**src/rtl/timer_pkg.sv**
```systemverilog
// Shared definitions for the timer: FSM states, register word offsets,
// CTRL bit positions and Mode codes.
package timer_pkg;

  typedef enum logic [1:0] {
    ST_IDLE = 2'd0,
    ST_LOAD = 2'd1,
    ST_CNT  = 2'd2,
    ST_INT  = 2'd3
  } timer_state_e;

  localparam logic [1:0] ADDR_CTRL   = 2'd0;
  localparam logic [1:0] ADDR_PRESET = 2'd1;
  localparam logic [1:0] ADDR_COUNT  = 2'd2;

  localparam int CTRL_EN_BIT   = 0;
  localparam int CTRL_MODE_LSB = 1;
  localparam int CTRL_IM_BIT   = 3;

  localparam logic [1:0] MODE_ONESHOT = 2'b00;
  localparam logic [1:0] MODE_AUTO    = 2'b01;

  // Only the exact auto-reload code reloads; every other Mode value is one-shot.
  function automatic logic is_auto_reload(input logic [3:0] ctrl);
    return ctrl[CTRL_MODE_LSB +: 2] == MODE_AUTO;
  endfunction

endpackage

```
**src/rtl/timer.sv**
```systemverilog
// Memory-mapped down-counting timer with one-shot / auto-reload modes and a
// maskable interrupt. Three bus-visible words: CTRL, PRESET, COUNT.
module timer
  import timer_pkg::*;
#(
  parameter logic [31:0] PRESET_RST = 32'h0
) (
  input  logic        clk,
  input  logic        reset,
  input  logic [1:0]  Addr,
  input  logic        WE,
  input  logic [31:0] DIn,
  output logic [31:0] DOut,
  output logic        IRQ
);

  timer_state_e state_reg, state_next;
  logic [3:0]   ctrl_reg, ctrl_next;
  logic [31:0]  preset_reg, preset_next;
  logic [31:0]  count_reg, count_next;
  logic         pend_reg, pend_next;

  logic enable;
  assign enable = ctrl_reg[CTRL_EN_BIT];

  always_comb begin
    state_next  = state_reg;
    ctrl_next   = ctrl_reg;
    preset_next = preset_reg;
    count_next  = count_reg;
    pend_next   = pend_reg;

    case (state_reg)
      ST_IDLE: begin
        if (enable) state_next = ST_LOAD;
      end
      ST_LOAD: begin
        count_next = preset_reg;
        state_next = ST_CNT;
      end
      ST_CNT: begin
        if (!enable) begin
          state_next = ST_IDLE;
        end else if (count_reg <= 32'd1) begin
          // Saturate at zero so PRESET=0 behaves like PRESET=1.
          count_next = 32'd0;
          pend_next  = 1'b1;
          state_next = ST_INT;
        end else begin
          count_next = count_reg - 32'd1;
        end
      end
      ST_INT: begin
        if (is_auto_reload(ctrl_reg)) pend_next = 1'b0;
        else                          ctrl_next[CTRL_EN_BIT] = 1'b0;
        state_next = ST_IDLE;
      end
      default: state_next = ST_IDLE;
    endcase

    // CPU writes are applied last so they override any FSM update.
    if (WE) begin
      case (Addr)
        ADDR_CTRL: begin
          ctrl_next = DIn[3:0];
          pend_next = 1'b0;
        end
        ADDR_PRESET: begin
          preset_next = DIn;
          pend_next   = 1'b0;
        end
        default: ;
      endcase
    end
  end

  always_ff @(posedge clk) begin
    if (reset) begin
      state_reg  <= ST_IDLE;
      ctrl_reg   <= 4'h0;
      preset_reg <= PRESET_RST;
      count_reg  <= 32'h0;
      pend_reg   <= 1'b0;
    end else begin
      state_reg  <= state_next;
      ctrl_reg   <= ctrl_next;
      preset_reg <= preset_next;
      count_reg  <= count_next;
      pend_reg   <= pend_next;
    end
  end

  always_comb begin
    DOut = 32'h0;
    case (Addr)
      ADDR_CTRL:   DOut = {28'h0, ctrl_reg};
      ADDR_PRESET: DOut = preset_reg;
      ADDR_COUNT:  DOut = count_reg;
      default:     DOut = 32'h0;
    endcase
  end

  assign IRQ = ctrl_reg[CTRL_IM_BIT] & pend_reg;

endmodule

```
**config.mk**
```make
export PLATFORM = sky130hd
export DESIGN_NAME = timer
export DESIGN_NICKNAME = d
export VERILOG_FILES = /design/src/rtl/timer_pkg.sv /design/src/rtl/timer.sv
export SDC_FILE = /design/constraint.sdc
export NUM_CORES = 1
export LEC_CHECK = 0
export ABC_AREA = 1
export BUFFER_PORTS_ARGS = -buffer_cell sky130_fd_sc_hd__buf_2
export CAP_MARGIN = 30
export CORE_MARGIN = 8
export CORE_UTILIZATION = 40
export DETAILED_ROUTE_END_ITERATION = 6
export PLACE_DENSITY = 0.64
export SLEW_MARGIN = 20
export SYNTH_ARGS = -nofsm -noshare
export SYNTH_HDL_FRONTEND = slang
export SYNTH_SLANG_ARGS = --single-unit
```
**constraint.sdc**
```tcl
create_clock -name clk -period 1.4 [get_ports clk]
set_input_delay 0.14 -clock clk [delete_from_list [all_inputs] [get_ports clk]]
set_output_delay 0.14 -clock clk [all_outputs]
set_load 0.01 [all_outputs]
```
==> results of run 1 <==
-- cells in the mapped netlist --
library cell / number / area, µm²
dfxtp_1: 71 / 1421
xor2_1: 15 / 131.4
nor2_1: 66 / 247.7
ha_1: 2 / 25.02
clkinv_1: 1 / 3.750
clkbuf_1: 27 / 101.4
o21bai_1: 1 / 7.510
buf_2: 1 / 5.000
buf_6: 3 / 33.78
nand2_1: 89 / 334.1
nor4_1: 1 / 6.260
nand3b_1: 1 / 7.510
nand3_1: 27 / 135.1
o221ai_1: 5 / 43.79
o22ai_1: 26 / 162.7
o21ai_0: 76 / 380.4
nor2_2: 3 / 18.77
nand4_1: 4 / 25.02
nor2_4: 4 / 45.04
a21oi_1: 101 / 505.5
nand2_2: 3 / 18.77
inv_1: 84 / 315.3
-- cells in the final DEF, fill, tap and decap left out, types with 2 or more instances in the layout --
| cell | count |
|---|---|
| nand2_1 | 67 |
| dfxtp_2 | 10 |
| xor2_1 | 14 |
| o22ai_2 | 4 |
| o221ai_1 | 2 |
| buf_12 | 5 |
| dfxtp_1 | 57 |
| o221ai_2 | 3 |
| nand3_1 | 15 |
| a21oi_1 | 86 |
| buf_2 | 69 |
| o21ai_0 | 73 |
| o22ai_1 | 22 |
| buf_4 | 77 |
| ha_4 | 2 |
| clkbuf_8 | 10 |
| inv_2 | 2 |
| nand2_2 | 19 |
| o21ai_1 | 3 |
| nor2_2 | 11 |
| nor2_1 | 53 |
| nand2_4 | 5 |
| nand3_2 | 11 |
| clkbuf_1 | 2 |
| buf_6 | 7 |
| nand4_1 | 4 |
| dfxtp_4 | 4 |
| nor2_4 | 10 |
| a21oi_2 | 15 |
| inv_1 | 80 |
-- how the worst max path moves through the flow --
stage                      start       endpoint  slack (ns)  cells after the start
floorplan           count_reg[1]  count_reg[28]      -0.005                     12
global placement    count_reg[1]   count_reg[2]       -0.46                     11
detailed placement  count_reg[1]   count_reg[2]       -0.53                     11
CTS                 count_reg[1]  count_reg[29]       -0.16                     12
global route        count_reg[1]  count_reg[23]       -0.31                     12
finish              count_reg[1]  count_reg[22]       -0.23                     12
-- report_power, final --
| group | switching [µW] | total (µW) | internal, µW |
|---|---|---|---|
| sequential | 64.1 | 2170 | 2110 |
| combinational | 1040 | 1780 | 743 |
| clock | 757 | 1420 | 665 |
| total | 1860 | 5370 | 3520 |
-- layout make-up --
cell class / count / area, µm² / share of cell area (%)
Clock inverter: 1 / 7.507 / 0.1321
Timing Repair Buffer: 159 / 1127 / 19.84
Multi-Input combinational cell: 425 / 2461 / 43.31
Clock buffer: 12 / 145.1 / 2.554
Sequential cell: 71 / 1449 / 25.50
Inverter: 85 / 326.6 / 5.746
Tap cell: 133 / 166.4 / 2.928
-- through the flow --
step           instance area [µm²]  power [µW]  TNS [ns]  setup WS [ns]
3_3_place_gp                  4970        3627    -12.65        -0.4631
5_1_grt                       5683        5683    -8.681        -0.3133
6_report                      5683        5375    -5.539        -0.2277
2_1_floorplan                 3990        3046  -0.04754      -0.004785
4_1_cts                       5409        5236    -4.082        -0.1574
3_5_place_dp                  4970        3650    -14.56        -0.5329
-- timing repair --
action                                  4_1_cts  5_1_grt
resized for setup                            51       65
gates cloned                                  1        1
pin swaps                                    15       19
setup buffers                                12        4
endpoints found under the setup margin       38       48
-- per-layer routing --
metal  global-route usage [%]  vias up
met4                    5.791        0
met5                        0        -
met3                    4.898       18
li1                         -     2296
met2                    32.95      141
met1                    24.47     2122
-- logic make-up after synthesis --
| logic type | after synthesis |
|---|---|
| compound gates | 209 |
| simple gates | 198 |
| buf+inv | 116 |
| flops | 71 |
| xor+xnor | 15 |
| fa+ha+maj | 2 |
==> results.tsv, run 1 <==
metric	value	unit
routed_via_density	5.166	
synth_seq_area_share	35.76	%
ys_types	22	
finalMaxSlewViolations	0	
yosys.area_share.simple	21.09	%
grt_max_degree	68	
synth_compound_area_share	27.67	%
highest_layer	met4	
worstPathCellList	inv_6 -> ha_4 -> inv_2 -> nand2_1 -> nand2_1 -> nor2_1 -> nand3_1 -> nor2_4 -> nor2_4 -> clkbuf_16 -> nand3_2 -> a21oi_2	
first_iter_violations	248	
ctsHoldBuffers	0	
coreArea	0.009729	mm²
die_area	0.01338	mm²
hold_path_class	in2reg	
timing.reg2reg.setup_slack	-0.23	ns
syn_area	0.003975	mm²
cp.required	1.68	ns
grt_pass1_wl	21190	µm
min_path_cells	2	
arrival	1.91	ns
synth_mux_area_share	0	%
setup_viol	34	
cts_inserted_buffers	9	
row_count	36	
start_util	40.86	%
die_x	115.7	µm
diodes	0	
routed_wl	13280	µm
crit_family	simple AND/OR/NAND/NOR gates	
clockRootBuffer	clkbuf_8	
die_h	115.7	µm
dr.pass1.iters	5	
area_delta_synth_final	42.97	%
power.density	945.8	mW/mm²
wl_per_cell	14.98	µm
synth_top_family_by_area	compound AO/OA/AOI/OAI gates	
max_stage_delay	0.38	ns
clk_pin_slew_worst_paths	0.08	ns
cap_viol_max_count	0	
violations	negative setup slack	
gp_congestion	0.9027	
cp_max_fo	5	
max_slew_margin	75.70	%
clockBufferDepth	2	
synthCells	611	
drc	0	
drive_gt1_share	36.12	%
wl_met1	5909	µm
fin_hold_ws	0.01589	ns
slowest_stage	dfxtp_4	
finalHoldViolations	0	
port_buffers	69	
antenna_found_initial	0	
h-tree-depth	3	
syn_nets	650	
cts_tree	yes	
instances_no_fill	886	
rsz0062_at_grt	yes	
status	complete, but fails checks	
hp-start	reset	
hold_path_end	preset_reg[2]	
fin_ws	-0.2277	ns
wl_met2	6172	µm
fin_crit_sh	116.3	%
endpoint_kind	register	
fin_util	58.41	%
dpl.hpwl	8790	µm
ioPinCount	70	
cp.buffers_inverters	3	
p_leak	0.002532	µW
clkSinkCount	71	
yosys_warnings	0	
rr_startpoint	count_reg[1]	
max_freq	614.4	MHz
grt_pass1_vias	4445	
r2r_cells	12	
fill_cells	928	
postSynthAreaPerCell	6.506	µm²
ir_worst_vdd	0.4688	mV
ant_nets	0	
grt_remaining_overflow	0	
clock_latency	0.35	ns
nets	790	
dp_cells	856	
start_kind	register	
synth-xor-area-share	3.305	%
track_usage	19.70	%
synth-seq-cells	71	
r2r-end	count_reg[22]	
met3WireLength	976	µm
skew	0.009906	ns
worstSetupPathType	reg2reg	
worst_pin_slew	0.3645	ns
vias	4577	
finalCriticalPeriod	1.628	ns
synthAdderAreaFrac	0.6295	%
No activity file was read; power rests on OpenSTA's default activity.
==> run 2: changes to the inputs <==
--- a/config.mk
+++ b/config.mk
@@ -12,6 +12,7 @@
 export CORE_UTILIZATION = 40
 export DETAILED_ROUTE_END_ITERATION = 6
 export PLACE_DENSITY = 0.64
+export SETUP_SLACK_MARGIN = 0.2
 export SLEW_MARGIN = 20
 export SYNTH_ARGS = -nofsm -noshare
 export SYNTH_HDL_FRONTEND = slang
==> results.tsv, run 2 (same netlist as run 1, synthesis figures left out) <==
metric	value	unit	change
max_freq	587.1	MHz	-4.4%
die_h	115.7	µm	unchanged
mostFrequentLayoutCells	80 x a21oi_1, 71 x o21ai_0, 68 x buf_2		
routed_via_density	5.339		+3.3%
nets	804		+1.8%
drc	0		unchanged
cap_viol_max_count	0		unchanged
ant_nets	0		unchanged
grt_pass1_vias	4611		+3.7%
slowest_stage	dfxtp_4		
dr.pass1.iters	5		unchanged
seqPwrFrac	37.5	%	-2.9 points
p_leak	0.002718	µW	+7.4%
grt_max_degree	68		unchanged
cp-startpoint	count_reg[0]		
timing.reg2reg.setup_slack	-0.30	ns	-0.08 ns
arrival	1.99	ns	+0.08 ns
p_switching	2005	µW	+7.8%
endpoint_kind	register		
dp_cells	853		-0.35%
instances_no_fill	903		+1.9%
violations	negative setup slack		
status	complete, but fails checks		
cts_inserted_buffers	9		unchanged
p_int	3810	µW	+8.4%
port_buffers	69		unchanged
area_delta_synth_final	56.63	%	
endpoint	count_reg[5]		
dp_slack	-0.5636	ns	-0.03072 ns
worstSetupPathType	reg2reg		
row_count	36		unchanged
grt_pass1_wl	22130	µm	+4.4%
die_x	115.7	µm	unchanged
finalCriticalPeriod	1.703	ns	+0.07575 ns
total_power	5815	µW	+8.2%
skew	0.008230	ns	-0.001677 ns
routed_wl	14960	µm	+13%
clockBufferDepth	2		unchanged
setup_viol	35		+2.9%
first_iter_violations	380		+53%
ioPinCount	70		unchanged
coreArea	0.009729	mm²	unchanged
final_common_cell	a21oi_1		
clk_pin_slew_worst_paths	0.07	ns	about the same
switching_share	34.48	%	-0.11 points
rr_startpoint	count_reg[0]		
grt_remaining_overflow	0		unchanged
clockPowerShare	28.0	%	+1.6 points
max_slew_margin	74.26	%	-1.4 points
hold_path_class	in2reg		
finalHoldViolations	0		unchanged
cp_max_fo	7		+2
h-tree-depth	3		unchanged
fin_hold_ws	0.03870	ns	+0.02281 ns
gp_congestion	0.8687		-3.8%
vias	4821		+5.3%
r2r-end	count_reg[5]		
worst_pin_slew	0.3862	ns	+0.02169 ns
worstPathCellList	inv_4 -> ha_4 -> inv_2 -> nand2_1 -> nand2_1 -> nor2_1 -> nand3_1 -> nor2_4 -> buf_12 -> nor2_4 -> clkbuf_16 -> nand2_4 -> a21oi_2		
fin_crit_sh	121.7	%	+5.4 points
clock_latency	0.36	ns	about the same
dpl.hpwl	8988	µm	+2.3%
track_usage	20.85	%	+1.1 points
clkSinkCount	71		unchanged
finalMaxSlewViolations	0		unchanged
r2r_cells	13		+1
ir_worst_vdd	0.4830	mV	+3.0%
start_kind	register		
fin_ws	-0.3034	ns	-0.07575 ns
power.density	934.1	mW/mm²	-1.2%
max_stage_delay	0.38	ns	about the same
antenna_found_initial	0		unchanged
wl_per_cell	16.56	µm	+11%
clockRootBuffer	clkbuf_8		
diodes	0		unchanged
cp.required	1.69	ns	about the same
cts_tree	yes		
drive_gt1_share	47.40	%	+11 points
die_area	0.01338	mm²	unchanged
combPwrFrac	34.6	%	+1.5 points
start_util	40.86	%	unchanged
rsz0062_at_grt	yes		
## run 2: cell types whose count changed in the layout (fill, tap and decap cells not counted), sizes merged
cell / change
buf: +10
clkbuf: +4
clkinv: +1
dlygate4sd3: +1
nor2: +1
## run 2: worst max-delay path: cells and delay by family, from the launching register on
kind / cells / cell delay, ns
buf+inv: 4 / 0.43
compound gates: 1 / 0.14
flops: 1 / 0.38
simple gates: 7 / 0.54
fa+ha+maj: 1 / 0.15
## run 2: how the worst min path moves through the flow
stage	start	to	slack, ns	cells after the start
2_1_floorplan	reset	preset_reg[0]	0.21	1
3_3_place_gp	reset	preset_reg[0]	0.37	2
3_5_place_dp	reset	preset_reg[2]	0.38	2
4_1_cts	DIn[3]	ctrl_reg[3]	0.02	3
5_1_grt	DIn[26]	preset_reg[26]	0.05	3
6_report	DIn[3]	ctrl_reg[3]	0.04	3
## run 2: power groups by stage
stage                     Combinational (µW)  Sequential [µW]  Clock [µW]
final                                   2010             2180        1630
after global routing                    2170             2190        1740
after CTS                               1770             2180        1660
after detailed placement                1440             2210           0
after global placement                  1420             2210           0
after floorplan                          838             2210           0
## run 2: layout make-up
class | count | area, µm²
tap | 133 | 166.4
clock buffer | 14 | 182.7
inverter | 85 | 371.6
fill | 839 | 3503
sequential | 71 | 1480
clock inverter | 2 | 12.51
multi-input combinational | 426 | 2649
timing repair buffer | 172 | 1364
## run 2: routing by layer
layer	part of all wire, %	global-route usage, %
met5	0	0
met4	2.3	7.692
met3	6.6	4.065
met2	49	34.88
met1	43	25.99
## run 2: repair_timing
item                                    in CTS  in global routing
hold endpoints to repair                     2                  0
resized for setup                          160                 83
hold buffers                                 1                  0
gates cloned                                 3                  3
pin swaps                                   42                 20
buffers inserted                            24                  3
endpoints found under the setup margin      66                100
## run 2: stage by stage
step           TNS (ns)  utilization (%)  instance area, µm²
2_1_floorplan  -0.04754                -                3994
3_3_place_gp     -13.25            50.89                4951
3_5_place_dp     -15.28            50.89                4951
4_1_cts          -6.718            60.01                5838
5_1_grt          -10.61            63.99                6226
6_report         -8.151            63.99                6226
